**src/rtl/hazard_pkg.sv**
```systemverilog
// Shared encodings for the hazard controller: FSM states, PC and forwarding selects,
// result-source codes and the load-use detection helper.
package hazard_pkg;

    localparam int TRAP_CNT_W = 4;   // holds TRAP_FLUSH_CYCLES-1 (0..14)
    localparam int WAIT_CNT_W = 8;   // holds MEM_WAIT_MAX (1..255)

    typedef enum logic [1:0] {
        ST_RUN      = 2'd0,
        ST_MEM_WAIT = 2'd1,
        ST_TRAP     = 2'd2
    } state_e;

    localparam logic [1:0] PC_SEL_PLUS4  = 2'b00;
    localparam logic [1:0] PC_SEL_BRANCH = 2'b01;
    localparam logic [1:0] PC_SEL_MTVEC  = 2'b10;
    localparam logic [1:0] PC_SEL_MEPC   = 2'b11;

    localparam logic [1:0] FWD_RF = 2'b00;
    localparam logic [1:0] FWD_W  = 2'b01;
    localparam logic [1:0] FWD_M  = 2'b10;

    localparam logic [1:0] RES_SRC_LOAD = 2'b01;

    // A load in E whose destination is read by the instruction in D.
    function automatic logic load_use_hit(
        input logic [1:0] result_src_e,
        input logic [4:0] rd_e,
        input logic [4:0] rs1_d,
        input logic [4:0] rs2_d
    );
        return (result_src_e == RES_SRC_LOAD) && (rd_e != 5'd0) &&
               ((rd_e == rs1_d) || (rd_e == rs2_d));
    endfunction

endpackage

```
**src/rtl/hazard_ctl_fwd.sv**
```systemverilog
// Combinational EX-stage forwarding select for one source operand; M beats W,
// and x0 is never forwarded.
module hazard_fwd_unit
    import hazard_pkg::*;
(
    input  logic [4:0] rs,
    input  logic [4:0] rd_m,
    input  logic [4:0] rd_w,
    input  logic       wr_m,
    input  logic       wr_w,
    output logic [1:0] sel
);

    always_comb begin
        sel = FWD_RF;
        if (wr_m && (rd_m != 5'd0) && (rd_m == rs)) begin
            sel = FWD_M;
        end else if (wr_w && (rd_w != 5'd0) && (rd_w == rs)) begin
            sel = FWD_W;
        end
    end

endmodule

```
**src/rtl/hazard_ctl.sv**
```systemverilog
// Pipeline hazard controller: stage enables/flushes, PC select, forwarding and trap sequencing.
// Optional build macro HAZARD_PERF_CNT_EN adds stall/flush/wait performance counters.
module hazard_ctl
    import hazard_pkg::*;
#(
    parameter int unsigned TRAP_FLUSH_CYCLES = 2,
    parameter int unsigned MEM_WAIT_MAX      = 15
) (
    input  logic        i_clk,
    input  logic        i_rst,
    input  logic [4:0]  i_rs1_d,
    input  logic [4:0]  i_rs2_d,
    input  logic [4:0]  i_rs1_e,
    input  logic [4:0]  i_rs2_e,
    input  logic [4:0]  i_rd_e,
    input  logic [4:0]  i_rd_m,
    input  logic [4:0]  i_rd_w,
    input  logic        i_reg_wr_m,
    input  logic        i_reg_wr_w,
    input  logic [1:0]  i_result_src_e,
    input  logic        i_pc_src_e,
    input  logic        i_ecall_m,
    input  logic        i_mret_m,
    input  logic        i_mem_busy,
    output logic        o_if_id_clk_en,
    output logic        o_id_ex_clk_en,
    output logic        o_ex_mem_clk_en,
    output logic        o_pc_en,
    output logic        o_if_id_flush,
    output logic        o_id_ex_flush,
    output logic        o_id_ex_flush_exception_m,
    output logic [1:0]  o_pc_sel,
    output logic [1:0]  o_fwd_a_e,
    output logic [1:0]  o_fwd_b_e,
    output logic [1:0]  o_state,
    output logic        o_mem_timeout
`ifdef HAZARD_PERF_CNT_EN
    ,
    output logic [31:0] o_stall_cnt,
    output logic [31:0] o_flush_cnt,
    output logic [31:0] o_wait_cnt
`endif
);

    localparam logic [TRAP_CNT_W-1:0] TRAP_LOAD = TRAP_CNT_W'(TRAP_FLUSH_CYCLES - 1);
    localparam logic [WAIT_CNT_W-1:0] WAIT_MAX  = WAIT_CNT_W'(MEM_WAIT_MAX);

    state_e                state_q, state_d;
    logic [TRAP_CNT_W-1:0] trap_q, trap_d;
    logic [WAIT_CNT_W-1:0] wait_q, wait_d;
    logic                  stall_q, stall;
    logic                  timeout_q;
    logic                  run_rules;
    logic                  load_use;

    // ------------------------------------------------------------------
    // Forwarding: one compare unit per EX operand.
    // ------------------------------------------------------------------
    logic [1:0][4:0] rs_e;
    logic [1:0][1:0] fwd_sel;

    assign rs_e[0] = i_rs1_e;
    assign rs_e[1] = i_rs2_e;

    for (genvar g = 0; g < 2; g++) begin : g_fwd
        hazard_fwd_unit u_fwd (
            .rs   (rs_e[g]),
            .rd_m (i_rd_m),
            .rd_w (i_rd_w),
            .wr_m (i_reg_wr_m),
            .wr_w (i_reg_wr_w),
            .sel  (fwd_sel[g])
        );
    end

    assign o_fwd_a_e = fwd_sel[0];
    assign o_fwd_b_e = fwd_sel[1];

    assign load_use = load_use_hit(i_result_src_e, i_rd_e, i_rs1_d, i_rs2_d);

    // ------------------------------------------------------------------
    // Next-state and output decode
    // ------------------------------------------------------------------
    always_comb begin
        // NOTE: every output of this block is given a default first so no path
        // through the case/if tree leaves a value unassigned (which would infer a latch).
        state_d                   = ST_RUN;
        trap_d                    = trap_q;
        wait_d                    = '0;
        stall                     = 1'b0;
        run_rules                 = 1'b0;
        o_if_id_clk_en            = 1'b1;
        o_id_ex_clk_en            = 1'b1;
        o_ex_mem_clk_en           = 1'b1;
        o_pc_en                   = 1'b1;
        o_if_id_flush             = 1'b0;
        o_id_ex_flush             = 1'b0;
        o_id_ex_flush_exception_m = 1'b0;
        o_pc_sel                  = PC_SEL_PLUS4;

        case (state_q)
            ST_MEM_WAIT: begin
                if (i_mem_busy) begin
                    state_d         = ST_MEM_WAIT;
                    wait_d          = (wait_q >= WAIT_MAX) ? WAIT_MAX : wait_q + 1'b1;
                    o_if_id_clk_en  = 1'b0;
                    o_id_ex_clk_en  = 1'b0;
                    o_ex_mem_clk_en = 1'b0;
                    o_pc_en         = 1'b0;
                end else begin
                    // Memory released: this cycle already behaves as RUN.
                    run_rules = 1'b1;
                end
            end

            ST_TRAP: begin
                o_id_ex_flush_exception_m = (trap_q != '0);
                o_if_id_flush             = (trap_q != '0);
                if (i_mem_busy) begin
                    state_d         = ST_TRAP;
                    o_if_id_clk_en  = 1'b0;
                    o_id_ex_clk_en  = 1'b0;
                    o_ex_mem_clk_en = 1'b0;
                    o_pc_en         = 1'b0;
                end else if (trap_q > TRAP_CNT_W'(1)) begin
                    state_d = ST_TRAP;
                    trap_d  = trap_q - 1'b1;
                end else begin
                    trap_d = '0;
                end
            end

            // RUN, and the unused encoding which falls back to RUN.
            default: run_rules = 1'b1;
        endcase

        if (run_rules) begin
            if (i_mem_busy) begin
                state_d         = ST_MEM_WAIT;
                wait_d          = WAIT_CNT_W'(1);
                o_if_id_clk_en  = 1'b0;
                o_id_ex_clk_en  = 1'b0;
                o_ex_mem_clk_en = 1'b0;
                o_pc_en         = 1'b0;
            end else if (i_ecall_m || i_mret_m) begin
                state_d                   = ST_TRAP;
                trap_d                    = TRAP_LOAD;
                o_pc_sel                  = i_ecall_m ? PC_SEL_MTVEC : PC_SEL_MEPC;
                o_id_ex_flush_exception_m = 1'b1;
                o_if_id_flush             = 1'b1;
            end else if (i_pc_src_e) begin
                o_pc_sel      = PC_SEL_BRANCH;
                o_if_id_flush = 1'b1;
                o_id_ex_flush = 1'b1;
            end else if (load_use && !stall_q) begin
                // One bubble is enough: the load has reached M on the next cycle.
                stall          = 1'b1;
                o_pc_en        = 1'b0;
                o_if_id_clk_en = 1'b0;
                o_id_ex_flush  = 1'b1;
            end
        end
    end

    // ------------------------------------------------------------------
    // State registers
    // ------------------------------------------------------------------
    always_ff @(posedge i_clk or posedge i_rst) begin
        // NOTE: sequential state uses non-blocking assignments so every register
        // samples pre-edge values regardless of statement order.
        if (i_rst) begin
            state_q   <= ST_RUN;
            trap_q    <= '0;
            wait_q    <= '0;
            stall_q   <= 1'b0;
            timeout_q <= 1'b0;
        end else begin
            state_q <= state_d;
            trap_q  <= trap_d;
            wait_q  <= wait_d;
            stall_q <= stall;
            if (wait_d == WAIT_MAX) begin
                timeout_q <= 1'b1;
            end
        end
    end

    assign o_state       = state_q;
    assign o_mem_timeout = timeout_q;

`ifdef HAZARD_PERF_CNT_EN
    logic [31:0] stall_cnt_q, flush_cnt_q, wait_cyc_q;

    always_ff @(posedge i_clk or posedge i_rst) begin
        if (i_rst) begin
            stall_cnt_q <= '0;
            flush_cnt_q <= '0;
            wait_cyc_q  <= '0;
        end else begin
            if (stall) begin
                stall_cnt_q <= stall_cnt_q + 32'd1;
            end
            if (o_if_id_flush || o_id_ex_flush || o_id_ex_flush_exception_m) begin
                flush_cnt_q <= flush_cnt_q + 32'd1;
            end
            if (state_q == ST_MEM_WAIT) begin
                wait_cyc_q <= wait_cyc_q + 32'd1;
            end
        end
    end

    assign o_stall_cnt = stall_cnt_q;
    assign o_flush_cnt = flush_cnt_q;
    assign o_wait_cnt  = wait_cyc_q;
`endif

endmodule

```
**config.mk**
```make
export PLATFORM = sky130hd
export DESIGN_NAME = hazard_ctl
export DESIGN_NICKNAME = d
export VERILOG_FILES = /design/src/rtl/hazard_pkg.sv /design/src/rtl/hazard_ctl_fwd.sv /design/src/rtl/hazard_ctl.sv
export SDC_FILE = /design/constraint.sdc
export NUM_CORES = 1
export LEC_CHECK = 0
export CORE_ASPECT_RATIO = 1.1
export CORE_MARGIN = 5
export CORE_UTILIZATION = 37
export DETAILED_ROUTE_END_ITERATION = 8
export MAX_ROUTING_LAYER = met4
export PLACE_DENSITY = 0.71
export RECOVER_POWER = 50
export SYNTH_ARGS = -nofsm -noshare
export SYNTH_HDL_FRONTEND = slang
export SYNTH_SLANG_ARGS = --single-unit
```
**constraint.sdc**
```tcl
create_clock -name i_clk -period 2.36 [get_ports i_clk]
set_input_delay 0.472 -clock i_clk [delete_from_list [all_inputs] [get_ports i_clk]]
set_output_delay 0.472 -clock i_clk [all_outputs]
set_load 0.05 [all_outputs]
```
==> metrics.md <==
| Metric | Value |
|---|---|
| Async SR Flop Fraction | between 90% and 100% |
| RSZ-0062 raised after global routing | yes |
| Post-synth top area share | 32.52% |
| Worst hold slack | 0.4972 ns |
| Commonest register cell after synthesis | dfrtp_1 |
| IO Pins | between 60 and 70 |
| Clk_skew | ~0.0084 ns |
| Core Region | 3276 µm² |
| Crit. Startpoint | i_rs1_d[4] |
| Chain of cells forming the critical path | clkdlybuf4s50_1, xor2_1, nor3_1, a22oi_1, o31a_2, buf_12 |
| Mean post-synth cell area | slightly above 9 µm² |
| Drt first-iter violations | 21 |
| ANT cells | 0 |
| Final Setup Violations | 2 |
| Dpl hpwl | about 3100 µm |
| Largest stage delay, worst path | about 0.42 ns |
| Status | complete, but fails checks |
| CTS Sinks | 16 |
| Share of cells above drive strength 1 | approximately two fifths |
| VDD IR-drop max | 324.2 µV |
| Wire per inst | 14.04 µm |
| CTS buffer count | 3 |
| Netlist cell types | 36 |
| Hold Startpoint | o_mem_timeout |
| DR pass1 iterations | 4 |
| Pint | roughly 630 µW |
| First-pass GRT wire length | 6196 µm |
| Leading area contributor after synthesis | dfrtp_1 |
| Largest net degree at the start of global routing | 17 |
| Syn Std Cell Area | 1231 µm² |
| Crit path buf inv count | 2 |
| Post-synth EDFFs | 0 |
| Worst EP required | about 1.9 ns |
| Slew headroom | between 60% and 70% |
| Largest fanout on the critical path | 2 |
| Switch share | 35.72% |
| Post-CTS Hold Fix Bufs | 0 |
| Initial Utilization | a little under two fifths |
| Min-Delay Path Class | register to register |
| WL final | roughly 3800 µm |
| Seq cells post-synth | 16 |
| Clock period minus worst slack | 2.374 ns |
| NetSw | 352.0 µW |
| Failing checks | negative setup slack |
| Final GP Congestion | ~0.85 |
| Critical path class | primary input to output pin |
| Row count | 22 |
| Ys Warns | 0 |
| Slew @ Worst Pin | between 0.5 and 0.6 ns |
| Gr usage total | roughly 17% |
| Final cell count without fillers | around 270 |
| CP startpoint kind | primary input |
| CTS Buffer Depth | 2 |
| Reg clk slew, reported paths | about 0.09 ns |
| Routed Antenna Nets | 0 |
| Nets | between 200 and 300 |
| Pleak | 1.078 nW |
| Tcrit/Tclk final | 100.6% |
| Maxcap violations | 0 |
| Fmax | roughly 0.42 GHz |
| H-tree depth | 1 |
| Antenna violations before repair | 0 |
| Top cells by area, synth | dfrtp_1 33%, xor2_1 18%, ha_1 5.1% |
| Drt drc | 0 |
| Power Dens Cells | about 420 nW/µm² |
| Vias per cell | 5.030 |
| Number of global-route vias before repair | around 1,500 |
| Gr ovfl total | 0 |
| Final hold violations | 0 |
| Clock latency on the worst-skew pair | 0.28 ns |
| Die area | ~4600 µm² |
| IO Port Bufs | 60 |
| Combinational Power Share | just over 50% |
| Vias | between 1,000 and 1,500 |
| Crit end category | output pin |
| Worst path top cell family by delay | buffers and inverters |
| Sequential-to-total area share from yosys stat | about 33% |
| Reg2reg start | o_state[0] |
| Sequential Power Share | about 31% |
| Clock power share | 18.2% |
| Height of the die | a little over 70 µm |
| Synth Instances | between 100 and 150 |
| Slew Limit Fails | 0 |
| PnR worst setup slack | -0.01435 ns |
| CP arrival | 1.90 ns |
| Crit-path slowest cell | clkdlybuf4s50_1 |
| Area added between synthesis and finish | 91.77% |
| Root Buffer | clkbuf_4 |
| Placed Instances | between 200 and 300 |
| Die X | about 65 µm |
| CTS tree | done |
repair_timing:
item	in CTS	in global routing
endpoints found under the setup margin	7	8
pin swaps	16	12
endpoints found under the hold margin	0	0
buffers inserted	3	3
resized for setup	45	27
Yosys cell counts, drive strengths merged, types with 2 or more instances:
| cell type | instances |
|---|---|
| nand2 | 9 |
| buf | 2 |
| o21ai | 6 |
| nand2b | 2 |
| nor3b | 2 |
| nor4 | 5 |
| or4 | 7 |
| nand3 | 4 |
| dfrtp | 16 |
| or3 | 3 |
| nor2 | 7 |
| or2b | 2 |
| nor3 | 6 |
| xor2 | 25 |
| xnor2 | 7 |
| a21oi | 6 |
| and2 | 2 |
| inv | 7 |
| ha | 5 |
layer usage:
layer  routed length, µm  vias to the layer above  GRT usage, %
met2                1867                       52         29.66
met1                1609                      624         20.28
met3                 251                        4         4.019
li1                    -                      663             -
met4                  23                        0         3.991
met5                   0                        -             -
path summary, 6_finish.rpt:
check / endpoint / slack, ns / cells past startpoint
max in group asynchronous: o_state[0] / 1.26 / 2
hold / removal: o_mem_timeout / 0.50 / 1
min in group asynchronous: wait_q[4] / 0.68 / 2
hold reg to reg: o_mem_timeout / 0.50 / 1
setup reg to reg: trap_q[3] / 0.58 / 7
setup / recovery: o_if_id_clk_en / -0.01 / 6
layout by cell type (no fill, tap or decap), types with 3 or more instances in the layout:
master and count:
a21oi_1 5, buf_12 11, buf_2 4, buf_4 31, buf_6 5, clkbuf_2 5
clkbuf_4 3, clkdlybuf4s50_1 20, conb_1 4, dfrtp_1 14, dlygate4sd2_1 9, dlymetal6s2s_1 4
ha_1 3, inv_1 4, inv_2 3, nand2_1 8, nand3_1 3, nor2_1 7
nor3_1 5, nor4_4 4, or4_1 3, or4_4 4, xnor2_1 4, xnor2_2 3
xor2_1 25
stage by stage:
stage	TNS [ns]	setup slack, ns	utilization [%]	power (mW)	area (µm²)
after floorplan	-0.1192	-0.06722	-	0.5467	1336
after global placement	-1.517	-0.3868	69.33	0.7880	2271
after detailed placement	-1.636	-0.4142	69.33	0.8023	2271
after CTS	-0.1813	-0.07579	71.58	0.9866	2345
after global routing	-0.2521	-0.07441	72.08	1.042	2361
final	-0.02867	-0.01435	72.08	0.9853	2361
state kept, by name (all words and copies together), names as in the netlist:
name and count:
trap_q 4, o_state 2, wait_q 8, stall_q 1
o_mem_timeout 1
power groups by stage:
stage	combinational (mW)	clock, mW	sequential, mW
CTS	0.494	0.184	0.308
floorplan	0.222	0	0.324
detailed placement	0.490	0	0.313
finish	0.498	0.179	0.308
global placement	0.477	0	0.311
global route	0.531	0.200	0.311
cell type report:
class                           count  area, µm²
Sequential cell                    16      402.9
Fill cell                         233      914.6
Inverter                            7      26.28
Multi-Input combinational cell    112      937.1
Tap cell                           36      45.04
Timing Repair Buffer               92      913.4
Clock buffer                        4      36.28
kinds of logic after synthesis:
| group | Yosys count | synth area share, % |
|---|---|---|
| and+or+nand+nor | 52 | 25.81 |
| xor gates and xnor gates | 32 | 22.76 |
| AOI/OAI and AO/OA | 19 | 10.16 |
| DFF | 16 | 32.52 |
| buffers and inverters | 9 | 3.354 |
| adders and majority gates | 5 | 5.081 |
| other | 1 | 0.3046 |
(Power assumes the default switching activity.)
